==> src/rtl/riscv_mem_lsu.sv <==
// RISC-V memory stage: pipeline registers, load-wait FSM and load data alignment/extension.
// Optional RISCV_MEM_MISALIGN_EN adds natural-alignment checks that raise misalign exceptions.
module riscv_mem_lsu #(
    parameter int unsigned       XLEN            = 32,
    parameter logic [XLEN-1:0]   PC_INIT         = 'h200,
    parameter int unsigned       EXCEPTION_SIZE  = 16,
    parameter int unsigned       LD_MISALIGN_BIT = 4,
    parameter int unsigned       ST_MISALIGN_BIT = 6
) (
    input  logic                      clk,
    input  logic                      rstn,
    input  logic                      wb_stall,
    input  logic [XLEN-1:0]           ex_pc,
    input  logic                      ex_bubble,
    input  logic [XLEN-1:0]           ex_instr,
    input  logic [EXCEPTION_SIZE-1:0] ex_exception,
    input  logic [EXCEPTION_SIZE-1:0] wb_exception,
    input  logic [XLEN-1:0]           ex_r,
    input  logic [XLEN-1:0]           dmem_adr,
    input  logic                      ex_load,
    input  logic                      ex_store,
    input  logic [2:0]                ex_size,
    input  logic                      dmem_ack,
    input  logic [XLEN-1:0]           dmem_q,
    output logic                      mem_stall,
    output logic [XLEN-1:0]           mem_pc,
    output logic                      mem_bubble,
    output logic [XLEN-1:0]           mem_instr,
    output logic [EXCEPTION_SIZE-1:0] mem_exception,
    output logic [XLEN-1:0]           mem_r,
    output logic [XLEN-1:0]           mem_memadr,
    output logic [XLEN-1:0]           mem_load_q
);

    localparam int unsigned      Offs     = $clog2(XLEN / 8);
    localparam logic [XLEN-1:0]  ByteMask = XLEN'(8'hFF);
    localparam logic [XLEN-1:0]  HalfMask = XLEN'(16'hFFFF);
    localparam logic [XLEN-1:0]  WordMask = XLEN'(32'hFFFF_FFFF);

    typedef enum logic {StIdle, StWait} state_e;

    state_e                    state_q, state_d;
    logic                      advance;
    logic                      flush;
    logic                      start_load;
    logic                      load_capture;
    logic [EXCEPTION_SIZE-1:0] exc_in;
    logic [2:0]                mem_size;
    logic                      mem_load;
    logic [XLEN-1:0]           shifted;
    logic [XLEN-1:0]           load_ext;

    assign mem_stall = (state_q == StWait) && !dmem_ack;
    assign advance   = !wb_stall && !mem_stall;
    assign flush     = (|mem_exception) || (|wb_exception);

`ifdef RISCV_MEM_MISALIGN_EN
    logic misaligned;

    always_comb begin
        misaligned = 1'b0;
        case (ex_size[1:0])
            2'd1:    misaligned = dmem_adr[0];
            2'd2:    misaligned = |dmem_adr[1:0];
            2'd3:    misaligned = (XLEN == 64) ? |dmem_adr[2:0] : |dmem_adr[1:0];
            default: misaligned = 1'b0;
        endcase
    end

    always_comb begin
        exc_in = ex_exception;
        if (!ex_bubble && misaligned) begin
            if (ex_load)  exc_in[LD_MISALIGN_BIT] = 1'b1;
            if (ex_store) exc_in[ST_MISALIGN_BIT] = 1'b1;
        end
    end
`else
    logic unused_store;

    assign exc_in       = ex_exception;
    assign unused_store = ex_store;
`endif

    // A load only waits for memory when it reaches MEM clean (no exception, no flush).
    assign start_load   = advance && !ex_bubble && ex_load && !flush && (exc_in == '0);
    assign load_capture = (state_q == StWait) && dmem_ack && mem_load;

    always_comb begin
        state_d = state_q;
        if (flush) begin
            state_d = StIdle;
        end else if (start_load) begin
            state_d = StWait;
        end else if ((state_q == StWait) && dmem_ack) begin
            state_d = StIdle;
        end
    end

    always_ff @(posedge clk or negedge rstn) begin
        if (!rstn) begin
            state_q       <= StIdle;
            mem_pc        <= PC_INIT;
            mem_bubble    <= 1'b1;
            mem_exception <= '0;
            mem_load_q    <= '0;
        end else begin
            state_q <= state_d;
            if (advance) mem_pc <= ex_pc;
            if (flush) begin
                mem_bubble <= 1'b1;
            end else if (advance) begin
                mem_bubble <= ex_bubble;
            end
            if (flush) begin
                mem_exception <= '0;
            end else if (!wb_stall) begin
                mem_exception <= exc_in;
            end
            if (load_capture) mem_load_q <= load_ext;
        end
    end

    always_ff @(posedge clk) begin
        if (advance) begin
            mem_instr  <= ex_instr;
            mem_r      <= ex_r;
            mem_memadr <= dmem_adr;
            mem_size   <= ex_size;
            mem_load   <= ex_load;
        end
    end

    // Bring the addressed byte lane down to bit 0, then truncate and extend per funct3.
    always_comb begin
        shifted  = dmem_q >> {mem_memadr[Offs-1:0], 3'b000};
        load_ext = shifted;
        case (mem_size)
            3'd0: load_ext = (shifted & ByteMask) | (shifted[7] ? ~ByteMask : '0);
            3'd1: load_ext = (shifted & HalfMask) | (shifted[15] ? ~HalfMask : '0);
            3'd2: load_ext = (shifted & WordMask) | (shifted[31] ? ~WordMask : '0);
            3'd4: load_ext = shifted & ByteMask;
            3'd5: load_ext = shifted & HalfMask;
            3'd6: load_ext = shifted & WordMask;
            default: load_ext = shifted;
        endcase
    end

endmodule
==> config.mk <==
export PLATFORM = sky130hd
export DESIGN_NAME = riscv_mem_lsu
export DESIGN_NICKNAME = d
export VERILOG_FILES = /design/src/rtl/riscv_mem_lsu.sv
export SDC_FILE = /design/constraint.sdc
export NUM_CORES = 1
export LEC_CHECK = 0
export BUFFER_PORTS_ARGS = -buffer_cell sky130_fd_sc_hd__buf_2
export CAP_MARGIN = 5
export CORE_ASPECT_RATIO = 1.75
export CORE_MARGIN = 4
export CORE_UTILIZATION = 30
export DETAILED_ROUTE_END_ITERATION = 12
export RECOVER_POWER = 50
export SLEW_MARGIN = 20
export SYNTH_ARGS = -nofsm -noshare
export SYNTH_HDL_FRONTEND = slang
export SYNTH_SLANG_ARGS = --single-unit
==> constraint.sdc <==
create_clock -name clk -period 2.7 [get_ports clk]
set_clock_uncertainty 0.1 [all_clocks]
set_input_delay 0.27 -clock clk [delete_from_list [all_inputs] [get_ports clk]]
set_output_delay 0.27 -clock clk [all_outputs]
set_load 0.02 [all_outputs]
==> results of run 1 <==
## sequential cells by signal, indices dropped and copies added (netlist names)
register / count
mem_bubble: 1
mem_load: 1
mem_load_q: 32
mem_r: 32
state_q: 1
mem_memadr: 32
mem_pc: 32
mem_size: 3
mem_exception: 16
mem_instr: 32
## metrics by stage
step	hold WS [ps]	instances	setup slack, ps	utilization [%]	instance area [µm²]
final	20.1	1273	476	49.6	11000
after global routing	3.17	1271	226	49.5	11000
after CTS	0.0859	1271	451	50.1	11100
after detailed placement	159	1092	461	40.8	9040
after global placement	146	1092	486	40.8	9040
after floorplan	-126	430	262	-	6760
## tightest hold or removal path: stages
cell	delay, ps
buf_2	90
mux2i_1	60
nor2_1	80
## synth_stat cells (all sizes together)
| library cell | n |
|---|---|
| edfxtp | 100 |
| dfrtp | 80 |
| mux2 | 40 |
| nor2 | 39 |
| mux2i | 33 |
| nand2 | 19 |
| a21oi | 17 |
| clkbuf | 15 |
| nand3 | 15 |
| o21ai | 14 |
| nor4 | 9 |
| a221o | 8 |
| buf | 7 |
| and2 | 6 |
| or4 | 4 |
| nand2b | 3 |
| nand4 | 3 |
| nor2b | 3 |
| dfstp | 2 |
| nor3 | 2 |
| o311ai | 2 |
| or2 | 2 |
| a211o | 1 |
| and3 | 1 |
| inv | 1 |
| mux4 | 1 |
| nor4b | 1 |
| o22ai | 1 |
| o31a | 1 |
## timing repair
item | CTS | global route
hold endpoints to repair | 176 | 0
setup buffers | 0 | 0
hold buffers | 147 | 0
## power by group
group / internal [mW] / switching (mW)
Combinational: 0.427 / 0.520
Sequential: 3.12 / 0.0649
Clock: 1.41 / 1.09
Total: 4.96 / 1.67
## logic make-up (layout without fill, tap and decap cells)
logic type	count (synthesis)	in the layout	synth area share (%)
AND/OR/NAND/NOR	107	107	7.77
AO/OA/AOI/OAI	44	44	4.09
other	0	2	0
flip-flops	182	182	74.8
multiplexers	74	74	11.9
buffers and inverters	23	568	1.46
## worst min path at each step
stage                          start                 to  cells past startpoint
floorplan                       rstn   mem_exception[0]                      0
global placement                rstn     mem_load_q[13]                      1
detailed placement              rstn     mem_load_q[15]                      1
CTS                 ex_exception[15]  mem_exception[15]                      3
global route        ex_exception[13]  mem_exception[13]                      3
finish              ex_exception[13]  mem_exception[13]                      3
## metal layers
metal	GRT usage, %	share of wire, %
met1	18.6	36
met2	33.4	54
met3	5.43	7.6
met4	6.25	2.3
met5	0	0
## cell type report
cell class	count	area [µm²]
fillers	2037	11200
diodes	2	5.00
repair buffers	535	3340
multi-input cells	225	1610
clock inverters	12	148
flip-flops and latches	182	5060
inverters	1	3.75
clock buffers	20	447
well taps	296	370
==> flow_summary_export.csv, run 1 <==
group,metric,value,unit
sta,slew_violations,0,
critical_path,crit_slowest_cell,"or4_1",
finish,areaGrowthSynthToFinish,62.4,%
critical_path,r2r-start,"mem_memadr[0]",
routing,drt-total-wl,22900,µm
critical_path,critPathKind,"flop to flop",
finish,layout_common_cells,"buf_2 (281), dlygate4sd3_1 (147), edfxtp_1 (100)",
critical_path,crit_chain,"mux2i_1 -> mux4_2 -> or4_1 -> o311ai_1",
clocking,worstSkewPairLatency,420,ps
synth,synth-seq-cells,182,
run_status,outcome,"complete, no violations",
critical_path,cp.arrival,2450,ps
floorplanning,initial_core_util,30.5,%
flow_run,max_cap_viol_count,0,
finish,fin_nets,1164,
sta,fin_crit,2220,ps
power,p_leak,4.92,nW
critical_path,start_kind,"flop",
critical_path,worstPathMaxFanout,9,
global_routing,first_global_vias,6101,
floorplanning,die_w,121,µm
global_routing,grt_pass1_wl,33800,µm
routing,drt_first_pass_iters,4,
routing,drcViolationCount,0,
clocking,cts_resized,0,
critical_path,cp.required,2930,ps
routing,num_vias,5623,
critical_path,rr_worst_depth,4,
global_routing,grt_use_total,17.8,%
min_path,hp-class,"input port to flop",
placed_design,place.detailed.hpwl,16600,µm
critical_path,endpoint_kind,"flop",
critical_path,rr_endpoint,"mem_load_q[15]",
synth,synth_area_leader_cell,"edfxtp_1",
clocking,cts_sinks,182,
floorplanning,core,22200,µm²
synth,ys_types,32,
floorplanning,row_count,72,
synth,synth_warnings,0,
critical_path,cpPeakStageDelay,690,ps
sta,rsz0062_at_grt,"no",
power,total_power,6.63,mW
placed_design,place_congestion,0.771,
synth,yosysSeqAreaShare,74.8,%
synth,synth_top_area_share,44.4,%
clocking,root_buffer,"clkbuf_16",
synth,synthTopCellsByArea,"edfxtp_1 (44%), dfrtp_1 (30%), mux2_2 (6.7%)",
synth,syn_nets,632,
synth,syn-cell-area,6760,µm²
sta,final.period_utilization,82.4,%
sta,tightest_slew,1420,ps
clocking,cts_tree,"yes",
critical_path,crit_buf_inv,0,
global_routing,antenna_found_initial,2,
synth,avgSynthCellArea,15.7,µm²
routing,drtIter0Drc,233,
clocking,cts_buffers,17,
sta,hold_viol,0,
floorplanning,pin_count,380,
critical_path,cp_top_family,"multiplexers",
clocking,h-tree-depth,4,
clocking,clkTransAtPathRegs,70,ps
floorplanning,fp.dieH,207,µm
finish,drive_gt1_share,37.7,%
sta,slew_headroom,5.35,%
critical_path,worstSetupEndpoint,"mem_load_q[15]",
routing,ant_nets,0,
finish,layout_commonest_cell,"buf_2",
global_routing,grt_overflow,0,
sta,finalSetupViolCount,0,
routing,avgRoutedWirePerCell,18.0,µm
critical_path,cp-startpoint,"mem_memadr[0]",
power,peakVddDrop,0.000368,V
synth,syn-instance-count,430,
placed_design,port-buffer-count,378,
sta,tns,0,ps
critical_path,reg2reg_slack,480,ps
critical_path,crit_cells,4,
global_routing,grt_max_degree,74,
sta,fmax,450,MHz
routing,vias_per_cell,4.42,
floorplanning,fp.dieArea,25100,µm²
power,powerDensity,604,nW/µm²
clocking,clockBufferDepth,2,
Note: power is estimated with default switching activity, not from simulation.
==> run 2, diff against run 1 <==
- clock period: 2.7 -> 2.3 ns (I/O delays scaled with it)
==> flow_summary_export.csv, run 2 (synthesized netlist as in run 1, its figures left out) <==
group,metric,value,unit
routing,ant_nets,0,
finish,utilization,50.0,%
sta,fmax,472,MHz
critical_path,crit_chain,"mux2i_1 -> mux4_2 -> or4_1 -> buf_4 -> nand3_1",
routing,drt-total-wl,22400,µm
critical_path,rr_worst_depth,5,
sta,hold_viol,0,
critical_path,cp_top_family,"multiplexers",
routing,highest_layer,"met5",
routing,wl_met2,12000,µm
clocking,h-tree-depth,4,
routing,num_vias,5615,
routing,avgRoutedWirePerCell,17.5,µm
floorplanning,pin_count,380,
power,powerDensity,711,nW/µm²
clocking,clkTransAtPathRegs,70,ps
placed_design,port-buffer-count,378,
finish,areaGrowthSynthToFinish,63.8,%
critical_path,crit_buf_inv,1,
placed_design,place.detailed.hpwl,16500,µm
power,netSwitchingPower,1.89,mW
power,p_seq_share,47.5,%
min_path,holdCritStartpoint,"dmem_q[27]",
clocking,cts_sinks,182,
finish,layout_common_cells,"buf_2 (278), dlygate4sd3_1 (156), clkbuf_1 (100), edfxtp_1 (100), dfrtp_1 (80)",
finish,fill_cells,2025,
critical_path,cp.arrival,2380,ps
routing,route.met3.wl,2280,µm
routing,met1Wirelength,7470,µm
critical_path,cp.required,2560,ps
sta,finalSetupViolCount,0,
power,swShare,24.0,%
critical_path,worstPathMaxFanout,7,
sta,fin_crit,2120,ps
sta,slew_headroom,40.6,%
power,comb_power_share,14.2,%
global_routing,grt_use_total,17.5,%
critical_path,crit_cells,5,
placed_design,place_congestion,0.785,
finish,antenna_cells,0,
sta,slew_violations,0,
sta,rsz0062_at_grt,"no",
critical_path,endpoint_kind,"flop",
routing,vias_per_cell,4.39,
run_status,outcome,"complete, no violations",
critical_path,worstSetupEndpoint,"mem_load_q[19]",
global_routing,grt_pass1_wl,33100,µm
floorplanning,die_w,121,µm
critical_path,cpPeakStageDelay,550,ps
power,power_frac_clock,38.4,%
sta,tns,0,ps
finish,multi_input_area,1610,µm²
floorplanning,fp.dieH,207,µm
flow_run,max_cap_viol_count,0,
clocking,cts_resized,0,
power,p_leak,4.97,nW
floorplanning,core,22200,µm²
global_routing,antenna_found_initial,4,
routing,drcViolationCount,0,
clocking,worstSkewPairLatency,420,ps
clocking,cts_buffers,17,
finish,fin_nets,1173,
global_routing,grt_overflow,0,
critical_path,critPathKind,"flop to flop",
floorplanning,fp.dieArea,25100,µm²
floorplanning,initial_core_util,30.5,%
clocking,cts_tree,"yes",
critical_path,r2r-start,"mem_memadr[0]",
min_path,hp-class,"input port to flop",
clocking,clockBufferDepth,2,
floorplanning,row_count,72,
sta,final.period_utilization,92.1,%
critical_path,reg2reg_slack,180,ps
critical_path,crit_slowest_cell,"or4_1",
routing,drtIter0Drc,165,
finish,layout_commonest_cell,"buf_2",
critical_path,start_kind,"flop",
sta,tightest_slew,891,ps
clocking,root_buffer,"clkbuf_16",
finish,drive_gt1_share,37.0,%
critical_path,rr_endpoint,"mem_load_q[19]",
routing,drt_first_pass_iters,4,
global_routing,first_global_vias,6053,
global_routing,grt_max_degree,71,
critical_path,cp-startpoint,"mem_memadr[0]",
power,peakVddDrop,0.000402,V
finish,seqCellArea,5060,µm²
power,internal_power,5.99,mW
## run 2: worst register-to-register path, stage by stage (launching register included)
cell	delay (ps)
edfxtp_1	480
mux2i_1	190
mux4_2	480
or4_1	550
buf_4	200
nand3_1	60
## run 2: timing repair
item                      CTS  global route
setup buffers               0             0
hold endpoints to repair  190             0
hold buffers              156             0
## run 2: layout make-up
type / count / share of cell area [%]
timing repair buffer: 544 / 30.9
sequential: 182 / 45.7
tap: 296 / 3.34
clock buffer: 18 / 3.87
inverter: 1 / 0.0339
multi-input combinational: 225 / 14.6
clock inverter: 13 / 1.62
## run 2: per-layer routing
layer | global-route usage, % | vias to the layer above
met3 | 7.66 | 41
met4 | 7.05 | 6
met2 | 32.8 | 253
met1 | 16.5 | 2646
li1 | - | 2669
met5 | 0 | -
## run 2: power groups by stage
| stage | logic, mW | registers (mW) | clock network [mW] |
|---|---|---|---|
| 6_report | 1.12 | 3.74 | 3.02 |
| 5_1_grt | 1.21 | 3.76 | 3.27 |
| 4_1_cts | 1.17 | 3.73 | 3.13 |
| 3_5_place_dp | 0.960 | 3.80 | 0 |
| 3_3_place_gp | 0.952 | 3.79 | 0 |
| 2_1_floorplan | 0.229 | 4.05 | 0 |
## run 2: how the worst min path moves through the flow
stage	to	slack, ps	cells after the start
4_1_cts	mem_load_q[27]	1	2
5_1_grt	mem_load_q[28]	20	2
3_3_place_gp	mem_exception[12]	130	1
6_report	mem_load_q[27]	20	2
3_5_place_dp	mem_exception[12]	130	1
2_1_floorplan	mem_exception[0]	-170	0
## run 2: metrics by stage
stage	hold slack (ps)	total power [mW]	instance area [µm²]	std cells	setup WS, ps
2_1_floorplan	-166	4.28	6770	430	64.2
3_3_place_gp	132	4.74	9050	1092	206
3_5_place_dp	130	4.76	9050	1092	184
4_1_cts	1.44	8.04	11200	1279	170
5_1_grt	16.4	8.23	11100	1279	82.6
6_report	18.6	7.88	11100	1279	181
==> run 3, diff against run 2 <==
--- a/config.mk
+++ b/config.mk
@@ -9,6 +9,5 @@
 export CAP_MARGIN = 5
-export CORE_ASPECT_RATIO = 1.75
-export CORE_MARGIN = 4
-export CORE_UTILIZATION = 30
+export CORE_AREA = 4 4 145 147
 export DETAILED_ROUTE_END_ITERATION = 12
+export DIE_AREA = 0 0 149 151
 export RECOVER_POWER = 50
==> constraint.sdc (replaced) <==
create_clock -name clk -period 2.3 [get_ports clk]
set_clock_uncertainty 0.1 [all_clocks]
set_input_delay 0.46 -clock clk [delete_from_list [all_inputs] [get_ports clk]]
set_output_delay 0.46 -clock clk [all_outputs]
set_load 0.02 [all_outputs]
==> flow_summary_export.csv, run 3 (synthesized netlist as in run 1, its figures left out) <==
group,metric,value,unit
run_status,outcome,"complete, no violations",
routing,vias_per_cell,4.59,
finish,fin_nets,1021,
placed_design,place_congestion,0.809,
finish,fill_cells,1854,
power,peakVddDrop,0.000463,V
power,p_leak,4.45,nW
finish,layout_common_cells,"buf_2 (320), edfxtp_1 (100), dfrtp_1 (80)",
critical_path,worstPathMaxFanout,9,
sta,finalSetupViolCount,0,
global_routing,first_global_vias,5028,
routing,highest_layer,"met5",
floorplanning,fp.dieArea,22500,µm²
floorplanning,die_w,149,µm
critical_path,rr_endpoint,"mem_load_q[15]",
clocking,clkTransAtPathRegs,80,ps
critical_path,cp.required,2520,ps
sta,tightest_slew,1020,ps
placed_design,place_area,9070,µm²
floorplanning,pin_count,380,
sta,final.period_utilization,93.7,%
floorplanning,core,19900,µm²
critical_path,critPathKind,"flop to flop",
critical_path,rr_worst_depth,4,
routing,drtIter0Drc,230,
floorplanning,row_count,52,
finish,drive_gt1_share,49.5,%
power,internal_power,5.48,mW
critical_path,cp.arrival,2370,ps
power,swShare,27.1,%
critical_path,endpoint_kind,"flop",
power,comb_power_share,12.5,%
clocking,cts_resized,0,
sta,hold_viol,0,
routing,drt_first_pass_iters,4,
global_routing,grt_overflow,0,
critical_path,r2r-start,"mem_memadr[0]",
global_routing,grt_max_degree,57,
clocking,cts_buffers,17,
critical_path,start_kind,"flop",
finish,post-route-cell-area,9580,µm²
floorplanning,initial_core_util,34.0,%
min_path,hp-class,"input port to flop",
routing,route.met3.wl,1830,µm
power,power_frac_clock,38.0,%
routing,num_vias,5067,
power,powerDensity,786,nW/µm²
critical_path,reg2reg_slack,140,ps
global_routing,grt_use_total,17.2,%
power,p_seq_share,49.6,%
sta,fmax,464,MHz
sta,fin_crit,2160,ps
sta,tns,0,ps
placed_design,port-buffer-count,378,
min_path,holdPathEnd,"mem_r[3]",
sta,slew_violations,0,
min_path,holdCritStartpoint,"ex_r[3]",
power,netSwitchingPower,2.04,mW
placed_design,place.detailed.hpwl,16100,µm
finish,layout_commonest_cell,"buf_2",
finish,areaGrowthSynthToFinish,41.6,%
clocking,cts_tree,"yes",
sta,slew_headroom,31.4,%
global_routing,grt_pass1_wl,29100,µm
clocking,cts_sinks,182,
sta,rsz0062_at_grt,"no",
flow_run,max_cap_viol_count,0,
routing,drcViolationCount,0,
clocking,clockBufferDepth,2,
routing,avgRoutedWirePerCell,18.7,µm
clocking,worstSkewPairLatency,420,ps
floorplanning,fp.dieH,151,µm
global_routing,antenna_found_initial,5,
routing,ant_nets,0,
routing,wl_met2,10500,µm
clocking,h-tree-depth,4,
routing,met1Wirelength,7910,µm
min_path,holdPathStages,1,
clocking,root_buffer,"clkbuf_16",
routing,drt-total-wl,20600,µm
-- run 3: critical path: stages (launching register included) --
cell,delay (ps)
edfxtp_1,490
mux2i_1,190
mux4_2,470
or4_1,660
o311ai_1,140
-- run 3: metal layers --
metal  up-vias  global-route usage, %
li1       2374                      -
met1      2411                   20.4
met2       248                   30.2
met3        28                   5.60
met4         6                   4.85
met5         -                      0
-- run 3: layout make-up --
| cell class | instances | area (µm²) | share of cell area (%) |
|---|---|---|---|
| Clock inverter | 14 | 155 | 1.62 |
| Inverter | 1 | 3.75 | 0.0392 |
| Sequential cell | 182 | 5060 | 52.8 |
| Antenna cell | 1 | 2.50 | 0.0261 |
| Tap cell | 270 | 338 | 3.53 |
| Timing Repair Buffer | 392 | 1980 | 20.7 |
| Multi-Input combinational cell | 225 | 1610 | 16.8 |
| Clock buffer | 18 | 429 | 4.48 |
-- run 3: how the worst max path moves through the flow --
| stage | endpoint | startpoint |
|---|---|---|
| after CTS | mem_load_q[15] | mem_memadr[0] |
| final | mem_load_q[15] | mem_memadr[0] |
| after floorplan | mem_pc[24] | wb_stall |
| after detailed placement | mem_load_q[15] | dmem_q[31] |
| after global routing | mem_load_q[15] | mem_memadr[0] |
| after global placement | mem_load_q[15] | dmem_q[31] |
-- run 3: through the flow --
| step | utilization (%) | power [mW] | std cells | setup WS (ps) | hold slack, ps |
|---|---|---|---|---|---|
| after global placement | 45.5 | 4.76 | 1069 | 139 | 308 |
| after global routing | 48.1 | 7.86 | 1103 | 63.0 | 72.6 |
| after detailed placement | 45.5 | 4.78 | 1069 | 118 | 307 |
| after CTS | 48.5 | 7.66 | 1102 | 154 | 79.3 |
| final | 48.1 | 7.52 | 1103 | 145 | 106 |
| after floorplan | - | 4.28 | 430 | 83.9 | 64.4 |
-- run 3: power by group through the flow --
stage	clock network (mW)	logic, mW	registers, mW
6_report	2.86	0.940	3.73
5_1_grt	3.10	1.01	3.75
4_1_cts	2.95	0.983	3.73
3_5_place_dp	0	0.980	3.80
3_3_place_gp	0	0.973	3.79
2_1_floorplan	0	0.231	4.05
-- run 3: repair_timing --
| action | 4_1_cts | 5_1_grt |
|---|---|---|
| endpoints found under the hold margin | 26 | 0 |
| setup buffers | 0 | 0 |
| hold buffers | 1 | 0 |
